`src/rtl/xor_stream_checksum.sv`:
```
// Frame XOR checksum: folds a stream of words into a running bitwise XOR and
// presents checksum, saturating word count, parity and overflow per frame
// behind a valid/ready handshake.
module xor_stream_checksum #(
  parameter int WIDTH = 8,
  parameter int LEN_W = 8
) (
  input  logic             clk,
  input  logic             rst_n,
  input  logic             in_valid,
  output logic             in_ready,
  input  logic [WIDTH-1:0] in_data,
  input  logic             in_last,
  output logic             out_valid,
  input  logic             out_ready,
  output logic [WIDTH-1:0] out_xor,
  output logic [LEN_W-1:0] out_count,
  output logic             out_parity,
  output logic             out_overflow
);

  typedef enum logic [1:0] {
    S_IDLE  = 2'd0,
    S_ACCUM = 2'd1,
    S_HOLD  = 2'd2
  } state_e;

  localparam logic [LEN_W-1:0] CNT_MAX = '1;
  localparam logic [LEN_W-1:0] CNT_ONE = LEN_W'(1);

  // Count increment that sticks at the top value instead of wrapping.
  function automatic logic [LEN_W-1:0] sat_inc(input logic [LEN_W-1:0] c);
    return (c == CNT_MAX) ? CNT_MAX : c + CNT_ONE;
  endfunction

  state_e             state_q, state_d;
  logic [WIDTH-1:0]   acc_q, acc_d;
  logic [LEN_W-1:0]   cnt_q, cnt_d;
  logic               ovf_q, ovf_d;
  logic [WIDTH-1:0]   res_xor_q, res_xor_d;
  logic [LEN_W-1:0]   res_cnt_q, res_cnt_d;
  logic               res_ovf_q, res_ovf_d;

  logic               accept;
  logic               complete;
  logic               first_beat;
  logic [WIDTH-1:0]   fold_xor;
  logic [LEN_W-1:0]   fold_cnt;
  logic               fold_ovf;

  // The result slot frees up in the same cycle it is consumed, so a new beat
  // may be taken while out_ready is high even in HOLD. Gated by rst_n so the
  // block advertises nothing while held in reset.
  assign in_ready  = rst_n & ((state_q != S_HOLD) | out_ready);
  assign out_valid = (state_q == S_HOLD);
  assign accept    = in_valid & in_ready;
  assign complete  = out_valid & out_ready;

  // Any beat taken outside ACCUM starts a new frame; internal accumulators
  // are already cleared there, but the first word must not fold into them.
  assign first_beat = (state_q != S_ACCUM);
  assign fold_xor   = first_beat ? in_data : (acc_q ^ in_data);
  assign fold_cnt   = first_beat ? CNT_ONE : sat_inc(cnt_q);
  assign fold_ovf   = ~first_beat & (ovf_q | (cnt_q == CNT_MAX));

  assign out_xor      = res_xor_q;
  assign out_count    = res_cnt_q;
  assign out_overflow = res_ovf_q;
  assign out_parity   = ^res_xor_q;

  // Next-state and datapath update for accepted beats and consumed results.
  always_comb begin
    state_d   = state_q;
    acc_d     = acc_q;
    cnt_d     = cnt_q;
    ovf_d     = ovf_q;
    res_xor_d = res_xor_q;
    res_cnt_d = res_cnt_q;
    res_ovf_d = res_ovf_q;
    if (accept) begin
      if (in_last) begin
        res_xor_d = fold_xor;
        res_cnt_d = fold_cnt;
        res_ovf_d = fold_ovf;
        acc_d     = '0;
        cnt_d     = '0;
        ovf_d     = 1'b0;
        state_d   = S_HOLD;
      end else begin
        acc_d     = fold_xor;
        cnt_d     = fold_cnt;
        ovf_d     = fold_ovf;
        state_d   = S_ACCUM;
      end
    end else if (complete) begin
      state_d = S_IDLE;
    end
  end

  // State, accumulator and result registers with asynchronous clear.
  always_ff @(posedge clk or negedge rst_n) begin
    if (!rst_n) begin
      state_q   <= S_IDLE;
      acc_q     <= '0;
      cnt_q     <= '0;
      ovf_q     <= 1'b0;
      res_xor_q <= '0;
      res_cnt_q <= '0;
      res_ovf_q <= 1'b0;
    end else begin
      state_q   <= state_d;
      acc_q     <= acc_d;
      cnt_q     <= cnt_d;
      ovf_q     <= ovf_d;
      res_xor_q <= res_xor_d;
      res_cnt_q <= res_cnt_d;
      res_ovf_q <= res_ovf_d;
    end
  end

endmodule
```
`config.mk`:
```
export PLATFORM = sky130hd
export DESIGN_NAME = xor_stream_checksum
export DESIGN_NICKNAME = d
export VERILOG_FILES = /design/src/rtl/xor_stream_checksum.sv
export SDC_FILE = /design/constraint.sdc
export NUM_CORES = 1
export LEC_CHECK = 0
export ABC_AREA = 0
export BUFFER_PORTS_ARGS = -buffer_cell sky130_fd_sc_hd__buf_2
export CELL_PAD_IN_SITES_DETAIL_PLACEMENT = 1
export CELL_PAD_IN_SITES_GLOBAL_PLACEMENT = 2
export CORE_MARGIN = 1
export CORE_UTILIZATION = 30
export CTS_CLUSTER_DIAMETER = 120
export DETAILED_ROUTE_END_ITERATION = 6
export GPL_TIMING_DRIVEN = 0
export PLACE_DENSITY = 0.74
export SYNTH_ARGS = -nofsm -noshare
export SYNTH_HDL_FRONTEND = slang
export SYNTH_SLANG_ARGS = --single-unit
export TNS_END_PERCENT = 20
```
`constraint.sdc`:
```
create_clock -name clk -period 4.5 [get_ports clk]
set_input_delay 0.225 -clock clk [delete_from_list [all_inputs] [get_ports clk]]
set_output_delay 0.225 -clock clk [all_outputs]
set_load 0.005 [all_outputs]
```
==> run summary <==
Multi-input logic area = 996 um^2
Setup Fix Bufs, Post-CTS = 0
Initial drt markers = 84
Area growth syn-to-layout = 17.5%
Core box area = 6350 um^2
Endpoints failing setup = 0
Overflow after GRT = 0
PD cells = 390 nW/um^2
P_leak = 1.06 nW
Slew margin rel. = 37.4%
Tcrit/Tclk final = 39.8%
Vias in the first global route = 1672
Syn_area_per_cell = 9.17 um^2
Worst-Skew Late Latency = 300 ps
CTS tree = done
VDD IR-drop max = 185 uV
Fraction of layout instances using a drive strength above 1 = 21.5%
Sequential cell area fraction in the yosys report = 45.5%
Fin. Hold Viols = 0
Cell area after synthesis = 1980 um^2
Critical path class = reg -> reg
Global-route usage over all layers = 15.8%
Dpl ws = 2510 ps
Ys async rst share = 100%
Hold-fix buffers at CTS = 0
Post-synth top area share = 45.5%
Number of diodes = 0
CP Launch Type = register
Top cell type by total area after synthesis = dfrtp_1
Wirelength per Cell = 15.3 um
CTS buffer count = 5
Resize count post-CTS = 0
Number of primary I/O pins = 33
Number of enable flip-flop cells after synthesis = 0
Synth Instances = 216
Crit path DAT = 2030 ps
Synth Flop Type = dfrtp_1
Critical Path RT = 4730 ps
Post-Synth Simple-Gate Area = 19.1%
Starting Density = 31.2%
Clock root cell = clkbuf_8
Dpl hpwl = 3670 um
Die Ht = 83.3 um
Antenna violations before repair = 0
Largest cells by area after synthesis = dfrtp_1, nand2_1, o21ai_0, xor2_1, a21oi_1
Post-route minimum period = 1790 ps
Fmax = 558 MHz
Clock sink count = 36
Yosys cell types = 41
H-tree depth = 2
Compound-Gate Fraction of Synth Area = 22.1%
Die width = 83.3 um
RSZ-0062 raised after global routing = false
Pre-Repair DR Iteration Count = 4
CP Capture Type = register
Post-Syn Nets = 230
Worst setup margin = 2710 ps
Fin Setup TNS = 0 ps
Worst r2r path cells = 5
Via Count = 1676
Worst slew pin tran = 939 ps
Post-synthesis mux area share = 0.505%
Cell Rows = 29
Yosys reg bits = 36
Wire length of the first global-routing pass = 8650 um
Warnings, synthesis = 0
Detail Route Antenna Nets = 0
Vias per Instance = 5.03
Adder-Cell Fraction of Synth Area = 0.632%
Post-synth top cells = dfrtp_1, nand2_1, o21ai_0
Post-Synth XOR/XNOR Area = 7.96%
Die ar. = 6930 um^2
Final clock skew = 6.34 ps
Largest net degree at the start of global routing = 41
Final GP Congestion = 0.749
Max Buffers Root-to-Sink = 2
Overall power = 908 uW
Largest family of logic cells by synthesized area = compound AO/OA/AOI/OAI gates
Max-slew violations = 0
Hold crit path type = in -> async
IO Port Bufs = 32
Clock slew at reported path FFs = 80 ps
Fill cells = 773
Worst-path fanout max = 8
Layout Nets = 269
MaxCap Viol Count = 0
Status = complete, no violations
Register Area = 901 um^2
Hold WS = 72.1 ps
Final wirelength = 5090 um
DRC viols = 0
-- state kept, by name, summed over array words and instances, names as in the netlist --
name and count:
acc_q 8, cnt_q 8, out_count 8, out_overflow 1, out_xor 8, ovf_q 1, state_q 2
-- cell type report --
type,instances,area share (%)
repair buffers,32,6.88
multi-input cells,166,42.8
flip-flops and latches,36,38.7
well taps,77,4.14
clock buffers,8,3.87
plain buffers,13,3.44
inverters,1,0.161
-- routing by layer --
metal	vias to the layer above	share of wire (%)	global-route usage [%]
met5	-	0	0
met4	0	1.1	4.70
met3	6	3.1	3.08
met2	26	43	23.5
met1	811	52	23.0
li1	833	-	-
-- cells in the final DEF, fill, tap and decap left out, types with 2 or more instances in the layout --
cell      Yosys  final
a21o_1        2      2
a21oi_1      16     16
a22o_1        9      9
a31oi_1       3      3
and2_1        2      2
and2b_1       2      2
buf_2         6     38
buf_4         2      2
buf_6         2      2
clkbuf_1      2      4
clkbuf_8      0      6
dfrtp_1      36     36
nand2_1      36     36
nand2b_1      2      2
nand3_1       8      8
nor2_1       16     16
o211ai_1      7      7
o21ai_0      24     24
o21ai_1       2      2
xnor2_1       8      8
xor2_1       10     10
-- path summary, 6_finish.rpt --
kind / start / endpoint / slack (ps)
worst max-delay path: cnt_q[0]$_DFFE_PN0P_ / cnt_q[5]$_DFFE_PN0P_ / 2710
worst min-delay path: rst_n / out_count[2]$_DFFE_PN0P_ / 70
worst max register to register: cnt_q[0]$_DFFE_PN0P_ / cnt_q[5]$_DFFE_PN0P_ / 2710
worst min register to register: out_count[1]$_DFFE_PN0P_ / out_count[1]$_DFFE_PN0P_ / 480
max in group asynchronous: rst_n / out_xor[3]$_DFFE_PN0P_ / 3840
min in group clk: in_data[6] / acc_q[6]$_DFFE_PN0P_ / 250
-- per-stage QoR --
stage          instances  util [%]  cell area, um^2
3_5_place_dp         325      35.2             2240
6_report             333      36.7             2330
2_1_floorplan        216         -             1980
4_1_cts              333      36.7             2330
5_1_grt              333      36.7             2330
3_3_place_gp         325      35.2             2240
-- cells by family after synthesis --
kind of cell,after synthesis
AO/OA/AOI/OAI,69
XOR/XNOR,18
adder cells (fa/ha/maj),1
buffers and inverters,14
flip-flops,36
multiplexers,1
AND/OR/NAND/NOR,77
-- critical path, stage by stage, from the launching register on --
cell	delay, ps
dfrtp_1	470
ha_1	330
nand3_1	170
nor2_1	390
o21ai_0	200
a21oi_2	170
-- power breakdown --
group	leakage (nW)	total, mW	internal (mW)	switching, mW
sequential	0.465	0.418	0.369	0.0487
combinational	0.551	0.247	0.122	0.125
clock	0.0455	0.244	0.125	0.119
No activity file was read; power rests on OpenSTA's default activity.
